$ cat config.mk
export PLATFORM = sky130hd
export DESIGN_NAME = m_stage_lsu_flat
export DESIGN_NICKNAME = d
export VERILOG_FILES = /design/src/rtl/m_stage_lsu_if.sv /design/src/rtl/m_stage_lsu.sv /design/src/flat_wrapper.sv
export SDC_FILE = /design/constraint.sdc
export NUM_CORES = 1
export LEC_CHECK = 0
export BUFFER_PORTS_ARGS = -buffer_cell sky130_fd_sc_hd__buf_4
export CELL_PAD_IN_SITES_DETAIL_PLACEMENT = 0
export CELL_PAD_IN_SITES_GLOBAL_PLACEMENT = 1
export CORE_UTILIZATION = 44
export CTS_CLUSTER_DIAMETER = 100
export DETAILED_ROUTE_END_ITERATION = 10
export GPL_TIMING_DRIVEN = 0
export PLACE_DENSITY = 0.87
export SLEW_MARGIN = 10
export SYNTH_ARGS = -nofsm -noshare
export SYNTH_HDL_FRONTEND = slang
export SYNTH_SLANG_ARGS = --single-unit
$ cat constraint.sdc
create_clock -name clk -period 4.16 [get_ports clk]
set_input_delay 0.416 -clock clk [delete_from_list [all_inputs] [get_ports clk]]
set_output_delay 0.416 -clock clk [all_outputs]
set_load 0.005 [all_outputs]
$ cat src/rtl/m_stage_lsu_if.sv
// m_stage_lsu_if: X-stage issue, dmem response and W-stage result bundle for the M stage.
interface m_stage_lsu_if #(
  parameter int XLEN = 32,
  parameter int RF_CTRL_W = 6
);
  logic vld_in;
  logic [XLEN-1:0] exe_data_in;
  logic is_load;
  logic [1:0] ld_size;
  logic ld_unsigned;
  logic [RF_CTRL_W-1:0] rf_ctrl_in;
  logic dmem_rsp_vld;
  logic [XLEN-1:0] dmem_rsp_data;
  logic stall_in;
  logic squash_in;
  logic vld;
  logic [XLEN-1:0] data_out;
  logic [RF_CTRL_W-1:0] rf_ctrl_out;
  logic stall;
  logic squash;
  logic misalign_err;
  logic bus_err;
  modport slave (
    input vld_in, exe_data_in, is_load, ld_size, ld_unsigned, rf_ctrl_in,
    input dmem_rsp_vld, dmem_rsp_data, stall_in, squash_in,
    output vld, data_out, rf_ctrl_out, stall, squash, misalign_err, bus_err
  );
  modport master (
    output vld_in, exe_data_in, is_load, ld_size, ld_unsigned, rf_ctrl_in,
    output dmem_rsp_vld, dmem_rsp_data, stall_in, squash_in,
    input vld, data_out, rf_ctrl_out, stall, squash, misalign_err, bus_err
  );
endinterface

$ cat src/rtl/m_stage_lsu.sv
// m_stage_lsu: M-stage pipeline registers with variable-latency load response handling,
// response buffering under downstream stall, sub-word load formatting, squash drain and timeout.
module m_stage_lsu #(
  parameter int XLEN = 32,
  parameter int RF_CTRL_W = 6,
  parameter int TIMEOUT = 0
) (
  input logic clk,
  input logic rst,
  m_stage_lsu_if.slave bus
);
  localparam int OFF_W = $clog2(XLEN / 8);
  localparam int LW = $clog2(XLEN);
  typedef enum logic [1:0] {IDLE, WAIT, HAVE, DRAIN} st_t;
  st_t st_q, st_d;
  logic valid_q, load_q, uns_q;
  logic [1:0] size_q;
  logic [XLEN-1:0] exe_q, buf_q, buf_d;
  logic [RF_CTRL_W-1:0] rf_q;
  logic [31:0] cnt_q, cnt_d;
  logic gen_stall, to, stall_w, ld_v, waiting;
  logic [OFF_W-1:0] off;
  logic [1:0] sz_e;
  logic [6:0] nb, msb;
  logic [XLEN-1:0] src, sh, mask, ext;
  logic sgn;
  assign ld_v = valid_q & load_q;
  assign waiting = st_q == WAIT || st_q == DRAIN;
  assign to = TIMEOUT > 0 && waiting && !bus.dmem_rsp_vld && cnt_q == 32'(TIMEOUT - 1);
  assign stall_w = bus.stall_in | gen_stall;
  always_comb begin
    st_d = st_q;
    buf_d = buf_q;
    gen_stall = 1'b0;
    case (st_q)
      IDLE:
        if (ld_v && !bus.squash_in) begin
          if (!bus.dmem_rsp_vld) begin
            gen_stall = 1'b1;
            st_d = WAIT;
          end else if (bus.stall_in) begin
            st_d = HAVE;
            buf_d = bus.dmem_rsp_data;
          end
        end
      WAIT: begin
        gen_stall = !to;
        if (bus.squash_in) begin
          st_d = (bus.dmem_rsp_vld || to) ? IDLE : DRAIN;
        end else if (bus.dmem_rsp_vld) begin
          st_d = HAVE;
          buf_d = bus.dmem_rsp_data;
        end else if (to) begin
          st_d = bus.stall_in ? HAVE : IDLE;
          buf_d = '0;
        end
      end
      HAVE: st_d = (bus.squash_in || !bus.stall_in) ? IDLE : HAVE;
      DRAIN: begin
        gen_stall = 1'b1;
        st_d = (bus.dmem_rsp_vld || to) ? IDLE : DRAIN;
      end
    endcase
    cnt_d = (waiting && (st_d == WAIT || st_d == DRAIN)) ? cnt_q + 32'd1 : '0;
  end
  // Word-sized load on a 32-bit datapath stands in for an illegal double.
  assign off = exe_q[OFF_W-1:0];
  assign sz_e = (XLEN == 32 && size_q == 2'd3) ? 2'd2 : size_q;
  assign nb = 7'd8 << sz_e;
  assign msb = nb - 7'd1;
  assign src = st_q == HAVE ? buf_q : bus.dmem_rsp_data;
  assign sh = src >> {off, 3'b000};
  assign mask = ~({XLEN{1'b1}} << nb);
  assign sgn = !uns_q && sh[msb[LW-1:0]];
  assign ext = (sh & mask) | ({XLEN{sgn}} & ~mask);
  assign bus.data_out = (st_q == WAIT && to) ? '0 : load_q ? ext : exe_q;
  assign bus.vld = valid_q & !gen_stall & !bus.squash_in;
  assign bus.stall = stall_w;
  assign bus.squash = bus.squash_in;
  assign bus.rf_ctrl_out = rf_q;
  assign bus.bus_err = to;
  assign bus.misalign_err = ld_v & ((sz_e == 2'd1 & off[0]) | (sz_e == 2'd2 & off[1:0] != 2'd0) |
                                    (sz_e == 2'd3 & off != '0));
  always_ff @(posedge clk or posedge rst) begin
    if (rst) begin
      st_q <= IDLE;
      buf_q <= '0;
      cnt_q <= '0;
      valid_q <= 1'b0;
      exe_q <= '0;
      load_q <= 1'b0;
      size_q <= '0;
      uns_q <= 1'b0;
      rf_q <= '0;
    end else begin
      st_q <= st_d;
      buf_q <= buf_d;
      cnt_q <= cnt_d;
      if (!stall_w) begin
        valid_q <= bus.vld_in;
        exe_q <= bus.exe_data_in;
        load_q <= bus.is_load;
        size_q <= bus.ld_size;
        uns_q <= bus.ld_unsigned;
        rf_q <= bus.rf_ctrl_in;
      end else if (bus.squash_in) begin
        valid_q <= 1'b0;
      end
    end
  end
endmodule

$ cat src/flat_wrapper.sv
// flat-port wrapper written by rule: the top's interface ports become plain ports
module m_stage_lsu_flat 
#(
  parameter int XLEN = 32,
  parameter int RF_CTRL_W = 6,
  parameter int TIMEOUT = 0
)
  (clk, rst, bus_vld_in, bus_exe_data_in, bus_is_load, bus_ld_size, bus_ld_unsigned, bus_rf_ctrl_in, bus_dmem_rsp_vld, bus_dmem_rsp_data, bus_stall_in, bus_squash_in, bus_vld, bus_data_out, bus_rf_ctrl_out, bus_stall, bus_squash, bus_misalign_err, bus_bus_err);
  m_stage_lsu_if #(.XLEN(XLEN), .RF_CTRL_W(RF_CTRL_W)) bus_i ();
  input logic clk;
  input logic rst;
  input wire logic [$bits(bus_i.vld_in)-1:0] bus_vld_in;
  input wire logic [$bits(bus_i.exe_data_in)-1:0] bus_exe_data_in;
  input wire logic [$bits(bus_i.is_load)-1:0] bus_is_load;
  input wire logic [$bits(bus_i.ld_size)-1:0] bus_ld_size;
  input wire logic [$bits(bus_i.ld_unsigned)-1:0] bus_ld_unsigned;
  input wire logic [$bits(bus_i.rf_ctrl_in)-1:0] bus_rf_ctrl_in;
  input wire logic [$bits(bus_i.dmem_rsp_vld)-1:0] bus_dmem_rsp_vld;
  input wire logic [$bits(bus_i.dmem_rsp_data)-1:0] bus_dmem_rsp_data;
  input wire logic [$bits(bus_i.stall_in)-1:0] bus_stall_in;
  input wire logic [$bits(bus_i.squash_in)-1:0] bus_squash_in;
  output wire logic [$bits(bus_i.vld)-1:0] bus_vld;
  output wire logic [$bits(bus_i.data_out)-1:0] bus_data_out;
  output wire logic [$bits(bus_i.rf_ctrl_out)-1:0] bus_rf_ctrl_out;
  output wire logic [$bits(bus_i.stall)-1:0] bus_stall;
  output wire logic [$bits(bus_i.squash)-1:0] bus_squash;
  output wire logic [$bits(bus_i.misalign_err)-1:0] bus_misalign_err;
  output wire logic [$bits(bus_i.bus_err)-1:0] bus_bus_err;
  assign bus_i.vld_in = bus_vld_in;
  assign bus_i.exe_data_in = bus_exe_data_in;
  assign bus_i.is_load = bus_is_load;
  assign bus_i.ld_size = bus_ld_size;
  assign bus_i.ld_unsigned = bus_ld_unsigned;
  assign bus_i.rf_ctrl_in = bus_rf_ctrl_in;
  assign bus_i.dmem_rsp_vld = bus_dmem_rsp_vld;
  assign bus_i.dmem_rsp_data = bus_dmem_rsp_data;
  assign bus_i.stall_in = bus_stall_in;
  assign bus_i.squash_in = bus_squash_in;
  assign bus_vld = bus_i.vld;
  assign bus_data_out = bus_i.data_out;
  assign bus_rf_ctrl_out = bus_i.rf_ctrl_out;
  assign bus_stall = bus_i.stall;
  assign bus_squash = bus_i.squash;
  assign bus_misalign_err = bus_i.misalign_err;
  assign bus_bus_err = bus_i.bus_err;
  m_stage_lsu #(.XLEN(XLEN), .RF_CTRL_W(RF_CTRL_W), .TIMEOUT(TIMEOUT)) u_core (.clk(clk), .rst(rst), .bus(bus_i));
endmodule
* Word-level counts from Yosys, hierarchy flattened
Index checks and enable logic that the tools add are counted.
Word-level totals: flip-flop bits (word level) 77, input bits 80, word-level logic and storage cells 80
Cells by class: add/sub/neg operators 1, order comparisons 1, equal/unequal tests 15, shift-type cells 3, muxes and demuxes 24, bitwise operators 15, reductions and logical operators 13
Operator list (count):
- 2-to-1 mux 32 bit | 7
- bitwise AND 32 bit | 2
- inverter 32 bit | 2
- one-hot mux 32 bit (2 select lines) | 1
- bitwise OR 32 bit | 1
- left shift 32 x 7 -> 32 bit, first input constant | 1
- >> shifter 32 x 5 -> 32 bit | 1
- 2-to-1 mux 2 bit | 8
- == test 2 bit, second input constant | 5
- != test 2 bit, second input constant | 5
- one-hot mux 2 bit (4 select lines) | 1
- bitwise AND 1 bit | 7
- left shift 4 x 2 -> 7 bit, first input constant | 1
- less-than comparator 5 x 6 -> 1 bit, second input constant | 1
- != test 3 bit, second input constant | 2
- AND reduction 6 bit | 1
- binary-select mux 1 bit (select 5 bit) | 1
- 2-to-1 mux 1 bit | 5
- subtractor 5 x 1 -> 5 bit, second input constant | 1
- == test 2 x 1 -> 1 bit, second input constant | 2
- logical NOT 1 bit | 4
- nonzero test 2 bit | 2
- bitwise OR 1 bit | 3
- AND reduction 3 bit | 1
- 6 further kinds | 7

* Logic depth before layout (Yosys ltp)
Gate-level depths: netlist of run 1.
word-level depth 10, mapped depth 7, mapped depth without buffers 4

* Least setup slack after synthesis of run 1
Ideal clock, no wire load.
path kind register -> output, start register u_core.st_q[0], end output bus_data_out[29], data arrival time 1725 ps, required time 3744 ps, slack 2019 ps, cell stages (with the launch flop) 7, cell sequence dfrtp_1 > nand2b_1 > buf_6 > mux2_4 > a221oi_2 > buf_6 > o221ai_2
Between the ends: longest elaborated chain between the ends 9, elaborated cells on any way between the ends 10
Ends and longest elaborated chain:
- from (decl) | line m_stage_lsu.sv:15 | st_t st_q, st_d;
- from (signal assigned) | line m_stage_lsu.sv:96 | st_q <= st_d;
- == test 2 bit * | line m_stage_lsu.sv:71 | assign src = st_q == HAVE ? buf_q : bus.dmem_rsp_data;
- 2-to-1 mux 32 bit * | line m_stage_lsu.sv:71
- >> shifter 32 x 5 -> 32 bit * | line m_stage_lsu.sv:72 | assign sh = src >> {off, 3'b000};
- binary-select mux 1 bit (select 5 bit) | line m_stage_lsu.sv:74 | assign sgn = !uns_q && sh[msb[LW-1:0]];
- 2-to-1 mux 1 bit (implied by the code) | line m_stage_lsu.sv:74
- logical AND 1 bit | line m_stage_lsu.sv:74
- bitwise AND 32 bit | line m_stage_lsu.sv:75 | assign ext = (sh & mask) | ({XLEN{sgn}} & ~mask);
- bitwise OR 32 bit * | line m_stage_lsu.sv:75
- 2-to-1 mux 32 bit * | line m_stage_lsu.sv:76 | assign bus.data_out = (st_q == WAIT && to) ? '0 : load_q ? ext : exe_q;
- to (decl) | line flat_wrapper.sv:23 | output wire logic [$bits(bus_i.data_out)-1:0] bus_data_out;
Mark *: on every way between the ends. The rest lies on a longest branch, timed or not. The select of a mux whose other input is x is not followed.

* Final worst setup path of run 1
start register u_core.exe_q[0], end output bus_data_out[25]
Between the ends: longest elaborated chain between the ends 7, elaborated cells on any way between the ends 8
Ends and longest elaborated chain:
- from (decl) | line m_stage_lsu.sv:18 | logic [XLEN-1:0] exe_q, buf_q, buf_d;
- from (signal assigned) | line m_stage_lsu.sv:101 | exe_q <= bus.exe_data_in;
- >> shifter 32 x 5 -> 32 bit * | line m_stage_lsu.sv:72
- binary-select mux 1 bit (select 5 bit) | line m_stage_lsu.sv:74
- 2-to-1 mux 1 bit (implied by the code) | line m_stage_lsu.sv:74
- logical AND 1 bit | line m_stage_lsu.sv:74
- bitwise AND 32 bit | line m_stage_lsu.sv:75
- bitwise OR 32 bit * | line m_stage_lsu.sv:75
- 2-to-1 mux 32 bit * | line m_stage_lsu.sv:76
Marked as above.

==> results of run 1 <==
routing by layer:
layer / part of all wire (%) / wire [um] / global-route usage [%]
met1: 43 / 5260 / 34.2
met2: 47 / 5820 / 37.9
met3: 6.8 / 839 / 6.43
met4: 3.3 / 401 / 11.3
met5: 0 / 0 / 0
sequential cells by signal (all words and copies together) (netlist names):
signal	flops
u_core.valid_q	1
u_core.uns_q	1
u_core.exe_q	32
u_core.size_q	2
u_core.buf_q	32
u_core.load_q	1
u_core.st_q	2
u_core.bus.rf_ctrl_out	6
report_power, final:
group / switching, mW / total, mW / internal, mW
logic: 0.381 / 0.919 / 0.538
clock network: 0.278 / 0.650 / 0.372
registers: 0.145 / 1.10 / 0.958
cell usage in the layout (no fill, tap or decap), types with 10 or more instances in the layout:
cell type / netlist / layout
sky130_fd_sc_hd__a22oi_1: 17 / 17
sky130_fd_sc_hd__nand2_1: 24 / 24
sky130_fd_sc_hd__clkbuf_1: 14 / 16
sky130_fd_sc_hd__o21ai_0: 13 / 13
sky130_fd_sc_hd__dfrtp_1: 77 / 77
sky130_fd_sc_hd__mux2_2: 82 / 82
sky130_fd_sc_hd__buf_4: 5 / 126
sky130_fd_sc_hd__o221ai_1: 14 / 14
sky130_fd_sc_hd__mux4_2: 22 / 22
sky130_fd_sc_hd__clkbuf_8: 0 / 11
sky130_fd_sc_hd__inv_1: 17 / 16
sky130_fd_sc_hd__nor2_1: 10 / 10
sky130_fd_sc_hd__mux2i_1: 13 / 13
worst register-to-register path, stage by stage (launching register included):
cell	delay [ns]
sky130_fd_sc_hd__dfrtp_1	0.40
sky130_fd_sc_hd__inv_2	0.19
sky130_fd_sc_hd__o41ai_1	0.12
sky130_fd_sc_hd__nand3_1	0.25
sky130_fd_sc_hd__clkbuf_1	0.64
sky130_fd_sc_hd__mux2_2	0.41
worst paths after layout:
| check | from | end | slack (ns) |
|---|---|---|---|
| hold / removal | rst | u_core.exe_q[31] | 0.09 |
| hold reg to reg | u_core.bus.rf_ctrl_out[5] | u_core.bus.rf_ctrl_out[5] | 0.51 |
| max in group asynchronous | rst | u_core.st_q[0] | 3.48 |
| setup reg to reg | u_core.load_q | u_core.buf_q[18] | 2.03 |
| setup / recovery | u_core.exe_q[0] | bus_data_out[25] | 0.94 |
| min in group clk | bus_dmem_rsp_vld | u_core.st_q[0] | 0.24 |
per-stage QoR:
stage | hold WS, ns | utilization, %
after floorplan | 0.470 | -
after global placement | 0.482 | 56.4
after detailed placement | 0.483 | 56.7
after CTS | 0.0997 | 59.0
after global routing | 0.105 | 59.0
final | 0.0888 | 59.0
final cells by class:
class / count / area (um2) / share of cell area [%]
Timing Repair Buffer: 122 / 928 / 16.2
Clock inverter: 3 / 67.6 / 1.18
Inverter: 18 / 70.1 / 1.22
Sequential cell: 77 / 1930 / 33.6
Tap cell: 133 / 166 / 2.90
Multi-Input combinational cell: 226 / 2270 / 39.5
Buffer: 28 / 153 / 2.66
Clock buffer: 13 / 159 / 2.77
logic make-up after synthesis:
logic type,Yosys count,synth area share (%)
AO/OA/AOI/OAI,64,11.7
other,1,0.0849
flip-flops,77,43.6
buffers and inverters,46,4.99
multiplexers,118,35.4
AND/OR/NAND/NOR,43,4.16
==> run summary, run 1 <==
The tools report the count of warnings emitted by yosys as 0. The via count of the first global-routing pass is 3422, and the average wire per standard cell is 19.9 um. Across the run, the number of max-cap violations was 0. The most common cell in the synthesized netlist is sky130_fd_sc_hd__mux2_2. The die span in x was 102 um.

In this run the worst path has a maximum fanout of 10. The run gives 349 as the instance count of the mapped netlist. The post-synthesis sequential area ratio is 43.6%.

The routed design has 12.3 mm of wire. The area of the die is 10400 um2, and the number of synthesized register bits is 77. Final critical-path share of the clock period: 77.3%. In the synthesized netlist the async set-or-reset flop fraction comes to 100%. The number of non-filler instances in the completed layout was 620.

The clock latency of the later-clocked register in the worst-skew pair came out at 0.35 ns. The tools report the data required time of the worst path as 3.74 ns. Counting stages on the worst path, the most repeated cell is sky130_fd_sc_hd__clkbuf_1. The tightest min-delay check is of the in2async type.

The maximum vdd drop came out at 0.000221 V. The post-synthesis area per instance came out at 12.7 um2. The share of final-layout standard cells stronger than drive strength 1 works out to 53.8%. The start-to-end type of the worst setup path was reg2out. Logic depth of the worst register-to-register path: 5. Detailed placement ended at an HPWL of 9.14 mm. The die is 102 um tall. The number of buffers inserted during clock tree synthesis is 9. The run gives 36 as the standard-cell row count. For the number of nets in the layout, the log shows 562. The run gives 43 as the pin count of the biggest net entering global routing. Standard cell with the maximum stage delay on the critical path: sky130_fd_sc_hd__clkbuf_1. The analysis attributes to cell leakage a power of 2.63 nW. The run gives 604 as the cell total after placement.

The worst-case setup slack after placement is 1.36 ns. The number of setup violations in the final report came out at 0. The areal power density over the cells was 465 nW/um2. The H-tree was split into 3 levels. The signal on the critical path passes through inv_1, clkbuf_1, clkbuf_1, nand2_1, o221ai_1, buf_4. Number of fill cells in the layout: 842. After layout, the minimum clock period comes to 3.22 ns.

The first detailed-routing pass ran for 4 iterations. The flow ran to the end, and the final reports show no timing, DRC or antenna violations. The number of buffers added for setup after CTS was 0; the deepest clock path buffer count was 2. Total I/O pin count: 123. In this run the biggest area consumer among cell types represents 43.6% of the synthesized area. Counting both buffers and inverters, the worst setup path holds a total of 4. During placement, the flow inserted port buffers numbering 121. The first global-routing pass estimated 18.9 mm of wire. On the worst path, the slowest cell contributes a delay of 0.52 ns. In this design, the largest share of critical-path delay is due to buffers and inverters.

The run gives 2.80 ns as the arrival time of data at the critical path endpoint. The number of gates resized after CTS was 0. The routed layout has 3498 vias.

The run gives 9730 um2 as the placeable core region. The clock net in this run drives a total of 77 sinks. The root buffer cell chosen for the clock tree is sky130_fd_sc_hd__clkbuf_8. The initial core utilization is 45.4%, and the count of routing violations after the opening detailed-route iteration is 190.

The number of hold buffers added after cts was 0. The count of nets left with antenna violations once routing finished came out at 0. From synthesis to final layout, the design area changed by 30.0%. The largest total area in the synthesized netlist belongs to sky130_fd_sc_hd__dfrtp_1. In this run, synthesis inferred 0 flip-flops with an integrated enable. For the pin with the worst max-slew slack, the measured transition is 0.875 ns.

The tools report the number of distinct library cell variants in the gate-level netlist after synthesis as 38. In the routed layout, each cell is associated on average with a via count of 5.64. By count the netlist is led by sky130_fd_sc_hd__mux2_2, sky130_fd_sc_hd__dfrtp_1, sky130_fd_sc_hd__nand2_1, sky130_fd_sc_hd__mux4_2. After detailed routing, the number of remaining DRC violations is 0.

The tools report the worst path setup slack after routing as 0.945 ns. The hold violation count in the final report is 0. The synthesized net count was 429. The total negative slack was 0 ns. TritonCTS built the clock tree. After clock tree synthesis, the clock-pin slew on the worst setup and hold paths is 0.08 ns. The number of max-slew violations in the final report came out at 0. By area the synthesized netlist is led by sky130_fd_sc_hd__dfrtp_1, sky130_fd_sc_hd__mux2_2, sky130_fd_sc_hd__mux4_2.

The run gives 0 as the number of diodes. The initial antenna violation count is 0. Across the routed clock network, the largest skew measured is 0.00585 ns.

The leftover overflow at the end of global routing is 0. In the global route stage, overall resource usage came out at 25.1%. For the max-slew headroom at the worst pin, the log shows 41.4%.

The worst setup path is launched from a flop. The run gives 5510 um2 as the placed standard-cell area. Setup repair after global routing left no endpoint under its margin. Summing every instance area after synthesis gives 4420 um2.

For the final non-filler cell area, the log shows 5740 um2. The congestion estimate from routability-driven global placement came to 0.868. In this run the number of cells on the critical path is 6.

Based on the critical path, the design can be clocked at up to 0.311 GHz. The tools report the category of the worst setup path capture point as an output pin. Power comes to 2.67 mW. Predominant post-synthesis flop cell: sky130_fd_sc_hd__dfrtp_1.
No activity file was read; power rests on OpenSTA's default activity.
==> run 2, diff against run 1 <==
--- a/config.mk
+++ b/config.mk
@@ -8,11 +8,11 @@
 export BUFFER_PORTS_ARGS = -buffer_cell sky130_fd_sc_hd__buf_4
 export CELL_PAD_IN_SITES_DETAIL_PLACEMENT = 0
 export CELL_PAD_IN_SITES_GLOBAL_PLACEMENT = 1
-export CORE_UTILIZATION = 44
+export CORE_UTILIZATION = 42
 export CTS_CLUSTER_DIAMETER = 100
 export DETAILED_ROUTE_END_ITERATION = 10
 export GPL_TIMING_DRIVEN = 0
-export PLACE_DENSITY = 0.87
+export PLACE_DENSITY = 0.84
 export SLEW_MARGIN = 10
 export SYNTH_ARGS = -nofsm -noshare
 export SYNTH_HDL_FRONTEND = slang
==> constraint.sdc (replaced) <==
create_clock -name clk -period 3.3 [get_ports clk]
set_input_delay 0.33 -clock clk [delete_from_list [all_inputs] [get_ports clk]]
set_output_delay 0.33 -clock clk [all_outputs]
set_load 0.005 [all_outputs]
==> run summary, run 2 (synthesis results as in run 1) <==
The run gives 9.18 mm (+0.49%) as the sum of net half-perimeters after detailed placement. In this run the worst hold path is classified as in2async. Number of hold buffers added after cts: 0 (unchanged). The final critical-path share of the clock period was 94.0%; the placeable core region was 10300 um2 (+5.6%).

The arrival time of data at the critical path endpoint was 2.77 ns (-0.03 ns). The critical path's largest stage delay was 0.80 ns (+0.28 ns). The critical path startpoint was u_core.st_q[0].

The tools report the number of max-slew violations in the final report as 0 (unchanged). The number of diodes was 0 (unchanged). The flow ran to the end, and the final reports show no timing, DRC or antenna violations. The logs give 0 (unchanged) for the DRC violations left and 0 (unchanged) for the post-detailed-route count of antenna-violating nets. The area taken by flip-flops and latches was 1930 um2 (unchanged); the leftover overflow at the end of global routing was 0 (unchanged). The run gives 2.65 nW (+0.68%) as the leakage power. Setup repair after global routing left no endpoint under its margin. The run gives 0.36 ns (about the same) as the clock latency of the later-clocked register in the worst-skew pair. The deepest clock path buffer count came out at 2 (unchanged).

The standard-cell row count was 37 (+2.8%). The via count of the first global-routing pass came out at 3679 (+7.5%). The register clock-pin slew on the reported worst setup and hold paths was 0.09 ns (about the same). The average wire per standard cell was 20.0 um (+0.43%); the share of final-layout standard cells stronger than drive strength 1 was 53.8% (unchanged). TritonCTS built the clock tree.

The H-tree depth came out at 3 (unchanged). The number of buffer cells added on primary ports was 121 (unchanged); the max-slew headroom at the worst pin was 37.1% (-4.4 points). The number of buffers added for setup after CTS was 0 (unchanged). The number of optimization iterations in the first detailed-route pass was 5 (+1). The tools report the area taken by multi-input logic gates as 2270 um2 (unchanged). The tools report the worst-case clock skew as 0.0101 ns (+0.00423 ns). The initial core utilization was 43.0% (-2.4 points). Derived from the worst setup path, the maximum achievable clock frequency is 0.323 GHz. The all-layer global routing usage is 23.7% (-1.4 points), and the global-route wire length before repair is 19.5 mm (+2.9%). The vias after detailed routing is 3489 (-0.26%). Leaving out fill and tap cells, the most frequent cells in the layout are sky130_fd_sc_hd__buf_4, sky130_fd_sc_hd__mux2_2, sky130_fd_sc_hd__dfrtp_1. The run gives 0.843 (-2.9%) as the final weighted congestion in routability-driven placement. The category of the worst setup path capture point is an output pin. The areal power density over the cells came out at 604 nW/um2 (+30%). Count of routing violations after the opening detailed-route iteration: 165 (-13%). For the number of fill cells in the layout, the log shows 918 (+9.0%).

Die height: 105 um (+2.3%). The final core utilization is 56.2% (-2.8 points). The count of instances resized after the clock tree is built came out at 0 (unchanged). The critical path is of the reg2out type.

The worst register-to-register path begins at u_core.load_q. The tools report the maximum vdd drop as 0.000319 V (+45%). The transition time of the tightest slew-check pin was 0.944 ns (+0.0687 ns); the clock sink count was 77 (unchanged). Pin count of the biggest net entering global routing: 41 (-4.7%).

The most common cell after layout, fill and taps aside was sky130_fd_sc_hd__buf_4. The most used cell along the critical path was sky130_fd_sc_hd__buf_6. The worst setup path is launched from a flop. The number of maximum-capacitance violations was 0 (unchanged). The hold violation count in the final report is 0 (unchanged).

The total I/O pin count came out at 123 (unchanged). The number of vias per cell is 5.60 (-0.74%). The signal on the critical path passes through nand2b_1, buf_6, mux2_4, a221oi_2, buf_6, o221ai_2, buf_4.

The kind of cell adding the most delay to the critical path was compound AO/OA/AOI/OAI gates. The cell total after placement is 607 (+0.50%), and the number of non-filler instances in the completed layout is 623 (+0.48%). The standard cell with the maximum stage delay on the critical path was sky130_fd_sc_hd__a221oi_2. The number of nets in the layout is 562 (unchanged), and the number of setup violations in the final report is 0 (unchanged).

The layout overhead on the synthesized area came out at 30.7%. The number of buffers inserted during clock tree synthesis came out at 9 (unchanged). Area of the die: 10900 um2 (+4.7%). The worst-path maximum fanout came out at 10 (unchanged). The sum of buffers and inverters on the critical path was 3 (-1); the post-route minimum period was 3.10 ns.

The data required time of the worst path came out at 2.97 ns (-0.77 ns). Buffer cell driving the clock tree root: sky130_fd_sc_hd__clkbuf_8. The die span in x came out at 105 um (+2.3%). The total detailed-routing wirelength was 12.4 mm (+0.92%); the initial antenna violation count was 0 (unchanged).
-- run 2: worst paths after layout --
path | end | cells after the start | slack [ns]
hold reg to reg | u_core.uns_q | 1 | 0.51
setup / recovery | bus_data_out[29] | 7 | 0.20
setup reg to reg | u_core.buf_q[29] | 5 | 1.17
hold / removal | u_core.buf_q[3] | 2 | 0.005
min in group clk | u_core.st_q[0] | 2 | 0.14
max in group asynchronous | u_core.exe_q[14] | 3 | 2.70
-- run 2: report_power, final --
part           internal [mW]  switching [mW]
Combinational          0.679           0.481
Clock                  0.580           0.353
Sequential              1.21           0.188
Total                   2.47            1.02
-- run 2: final cells by class --
class | instances | share of cell area, %
Multi-Input combinational cell | 226 | 39.3
Clock inverter | 4 | 2.08
Timing Repair Buffer | 122 | 16.1
Sequential cell | 77 | 33.4
Tap cell | 136 | 2.95
Buffer | 28 | 2.67
Clock buffer | 12 | 2.34
Inverter | 18 | 1.21
-- run 2: per-layer routing --
metal | share of wire (%) | wire length (um) | GRT usage [%] | vias to the layer above
met5 | 0 | 0 | 0 | -
met4 | 1.5 | 191 | 7.45 | 0
met3 | 5.8 | 719 | 5.55 | 14
met2 | 49 | 6080 | 38.9 | 120
met1 | 44 | 5440 | 31.0 | 1771
li1 | - | - | - | 1584
-- run 2: worst reg2reg max path, stage by stage (launching register included) --
cell and delay, ns:
sky130_fd_sc_hd__dfrtp_1 0.42, sky130_fd_sc_hd__inv_2 0.13, sky130_fd_sc_hd__o41ai_1 0.35, sky130_fd_sc_hd__nand3_1 0.32, sky130_fd_sc_hd__clkbuf_1 0.41, sky130_fd_sc_hd__mux2_2 0.39
-- run 2: metrics by stage --
| step | hold slack, ns | setup TNS [ns] | instance area (um2) | power (mW) | setup slack [ns] |
|---|---|---|---|---|---|
| floorplan | 0.396 | 0 | 4420 | 2.09 | 1.00 |
| global placement | 0.483 | -1.99 | 5500 | 2.52 | -0.0299 |
| detailed placement | 0.416 | 0 | 5520 | 2.57 | 0.481 |
| CTS | 0.0227 | 0 | 5770 | 3.50 | 0.0343 |
| global route | 0.0480 | 0 | 5770 | 3.66 | 0.0813 |
| finish | 0.00545 | 0 | 5770 | 3.49 | 0.199 |
==> run 3, diff against run 2 <==
--- a/config.mk
+++ b/config.mk
@@ -8,12 +8,13 @@
 export BUFFER_PORTS_ARGS = -buffer_cell sky130_fd_sc_hd__buf_4
 export CELL_PAD_IN_SITES_DETAIL_PLACEMENT = 0
 export CELL_PAD_IN_SITES_GLOBAL_PLACEMENT = 1
-export CORE_UTILIZATION = 42
+export CORE_UTILIZATION = 38
 export CTS_CLUSTER_DIAMETER = 100
+export CTS_CLUSTER_SIZE = 14
 export DETAILED_ROUTE_END_ITERATION = 10
 export GPL_TIMING_DRIVEN = 0
-export PLACE_DENSITY = 0.84
-export SLEW_MARGIN = 10
+export PLACE_DENSITY = 0.8
+export SLEW_MARGIN = 20
 export SYNTH_ARGS = -nofsm -noshare
 export SYNTH_HDL_FRONTEND = slang
 export SYNTH_SLANG_ARGS = --single-unit
==> constraint.sdc (replaced) <==
create_clock -name clk -period 2.8 [get_ports clk]
set_input_delay 0.28 -clock clk [delete_from_list [all_inputs] [get_ports clk]]
set_output_delay 0.28 -clock clk [all_outputs]
set_load 0.005 [all_outputs]
==> run summary, run 3 (synthesis results as in run 1) <==
The run finished with clean final reports. Initial antenna violation count: 0 (unchanged). The worst setup path is of the reg2out kind. The number of non-filler instances in the completed layout was 630 (+1.1%); the die span in x was 110 um (+5.0%).

The clock sink count is 77 (unchanged), and the leakage power is 2.69 nW (+1.5%). For the arrival time of data at the critical path endpoint, the log shows 2.44 ns (-0.33 ns). The number of buffer cells added on primary ports was 121 (unchanged). The critical path startpoint is u_core.st_q[0].

The number of setup violations in the final report is 0 (unchanged), and the all-layer global routing usage is 22.7% (-0.98 points). The die height was 110 um (+5.0%); the post-detailed-route count of antenna-violating nets was 0 (unchanged). The areal power density over the cells works out to 713 nW/um2 (+18%). Category of the worst setup path capture point: an output pin.

The area taken by multi-input logic gates was 2290 um2 (+0.72%); the post-route minimum period was 2.72 ns. For the cell total after placement, the log shows 614 (+1.2%). The run gives 0.115 ns (+0.110 ns) as the final worst hold slack. The number of nets in the layout came out at 563 (+0.18%). The total I/O pin count came out at 123 (unchanged).

The standard cell with the maximum stage delay on the critical path was sky130_fd_sc_hd__mux4_2. The pin count of the biggest net entering global routing is 42 (+2.4%). Register-to-register setup slack: 0.31 ns (-0.86 ns). The tools report the number of diodes as 0 (unchanged). The highest attainable clock frequency came out at 0.368 GHz. By instance count, the cell type seen most on the critical path is sky130_fd_sc_hd__buf_6. The critical path's largest stage delay came out at 0.51 ns (-0.29 ns). The initial core utilization is 38.8% (-4.1 points), and the maximum vdd drop is 0.000341 V (+6.8%). The sum of buffers and inverters on the critical path was 3 (unchanged); the number of max-slew violations in the final report was 0 (unchanged). Setup repair after global routing left no endpoint under its margin. The sum of net half-perimeters after detailed placement was 9.51 mm (+3.6%).

STA classifies the critical path startpoint as a flop. The number of vias per cell was 5.59 (-0.26%); the placeable core region was 11400 um2 (+11%). The logic depth of the worst register-to-register path was 5 (unchanged); the deepest clock path buffer count was 2 (unchanged).

Dividing the final minimum period by the clock period gives 97.1%. For the area taken by flip-flops and latches, the log shows 1930 um2 (+0.13%). The overall power consumption was 4.19 mW (+20%).

Path category of the worst min-delay check: in2reg. In the layout the commonest cells are sky130_fd_sc_hd__buf_4, sky130_fd_sc_hd__mux2_2, sky130_fd_sc_hd__dfrtp_1. The number of buffers inserted during clock tree synthesis is 9 (unchanged), and the worst-path maximum fanout is 10 (unchanged). The vias after detailed routing was 3519 (+0.86%). The tools report the buffer cell driving the clock tree root as sky130_fd_sc_hd__clkbuf_16.

For the leftover overflow at the end of global routing, the log shows 0 (unchanged). The count of routing violations after the opening detailed-route iteration is 201 (+22%). The destination of the worst register-to-register timing path is u_core.buf_q[7]. The placed standard-cell area came out at 5530 um2 (+0.16%).

The final non-filler cell area was 5870 um2 (+1.6%). For the standard-cell row count, the log shows 39 (+5.4%). Hold violation count in the final report: 0 (unchanged). The worst register-to-register path begins at u_core.load_q. The via count of the first global-routing pass was 3620 (-1.6%); the number of logic stages on the critical path including buffering was 7 (unchanged). The transition time of the tightest slew-check pin came out at 0.714 ns (-0.230 ns). Share of final-layout standard cells stronger than drive strength 1: 55.2% (+1.4 points). The logs give 1028 (+12%) for the number of fill cells in the layout and 52.4% (+15 points) for the max-slew headroom at the worst pin. The DRC violations left came out at 0 (unchanged).

The most common cell after layout, fill and taps aside was sky130_fd_sc_hd__buf_4. The critical path goes through nand2b_1, buf_6, buf_6, mux4_2, a22oi_1, o221ai_1, buf_4. The number of maximum-capacitance violations is 0 (unchanged), and the final weighted congestion in routability-driven placement is 0.881 (+4.5%).

The tools report the total detailed-routing wirelength as 12.8 mm (+3.3%). The run gives 2.52 ns (-0.45 ns) as the data required time of the worst path. The area of the die came out at 12100 um2 (+10%).

The worst-case clock skew was 0.00604 ns (-0.00404 ns); the clock latency of the later-clocked register in the worst-skew pair was 0.34 ns (-0.02 ns). The average wire per standard cell works out to 20.4 um (+2.2%). On the critical path the largest part of the delay comes from buffers and inverters. The tools report the global-route wire length before repair as 19.9 mm (+2.3%).

The most critical setup path has its endpoint at bus_data_out[9]. TritonCTS built the clock tree. For the H-tree depth, the log shows 3 (unchanged). The register clock-pin slew on the reported worst setup and hold paths was 0.06 ns (-0.03 ns); the layout overhead on the synthesized area was 32.9%. The tools report the number of optimization iterations in the first detailed-route pass as 4 (-1). The run gives 51.6% (-4.6 points) as the final core utilization.
## run 3: cell types whose count changed in the layout (fill, tap and decap cells not counted), sizes merged
cell and change:
clkbuf -1, bufinv -3, dlygate4sd3 +1, buf +2, clkinv +1
## run 3: worst reg2reg max path, delay by kind of cell, from the launching register on
family                 cells  cell delay (ns)
flip-flops                 1             0.63
buffers and inverters      2             0.63
AO/OA/AOI/OAI              1             0.40
multiplexers               1             0.38
AND/OR/NAND/NOR            1             0.32
## run 3: area by class of cell
type                            instances  area share, %
Multi-Input combinational cell        226           39.0
Sequential cell                        77           32.9
Tap cell                              143           3.05
Timing Repair Buffer                  126           16.6
Clock inverter                          2          0.597
Clock buffer                           13           4.09
Inverter                               18           1.19
Buffer                                 25           2.64
## run 3: where the power goes
part / internal (mW) / leakage [nW] / switching (mW)
Clock: 0.686 / 0.134 / 0.450
Sequential: 1.43 / 0.918 / 0.235
Combinational: 0.818 / 1.64 / 0.570
Total: 2.93 / 2.69 / 1.26
## run 3: layer usage
metal / global-route usage (%) / vias up / part of all wire (%) / wire (um)
li1: - / 1599 / - / -
met3: 4.92 / 15 / 6.5 / 829
met1: 30.6 / 1772 / 42 / 5440
met2: 36.3 / 133 / 49 / 6340
met4: 7.52 / 0 / 1.9 / 242
met5: 0 / - / 0 / 0
## run 3: repair_timing
item	CTS	global route
endpoints found under the setup margin	23	25
cloned	0	0
hold buffers	1	0
endpoints found under the hold margin	12	0
pin swaps	0	2
gates resized for setup	6	6
buffers inserted	0	3
## run 3: worst min path at each step
stage,from,to,slack [ns],depth (start not counted)
2_1_floorplan,bus_dmem_rsp_vld,u_core.st_q[0],0.35,1
3_3_place_gp,bus_dmem_rsp_vld,u_core.st_q[0],0.47,2
3_5_place_dp,rst,u_core.exe_q[26],0.35,2
4_1_cts,bus_dmem_rsp_vld,u_core.st_q[0],0.12,2
5_1_grt,bus_dmem_rsp_vld,u_core.st_q[0],0.11,2
6_report,bus_dmem_rsp_vld,u_core.st_q[0],0.11,2
## run 3: per-stage QoR
stage	setup TNS, ns	setup slack, ns
after floorplan	0	0.553
after global placement	-39.52	-0.518
after detailed placement	0	0.0344
after CTS	0	0.000980
after global routing	0	0.00867
final	0	0.0813
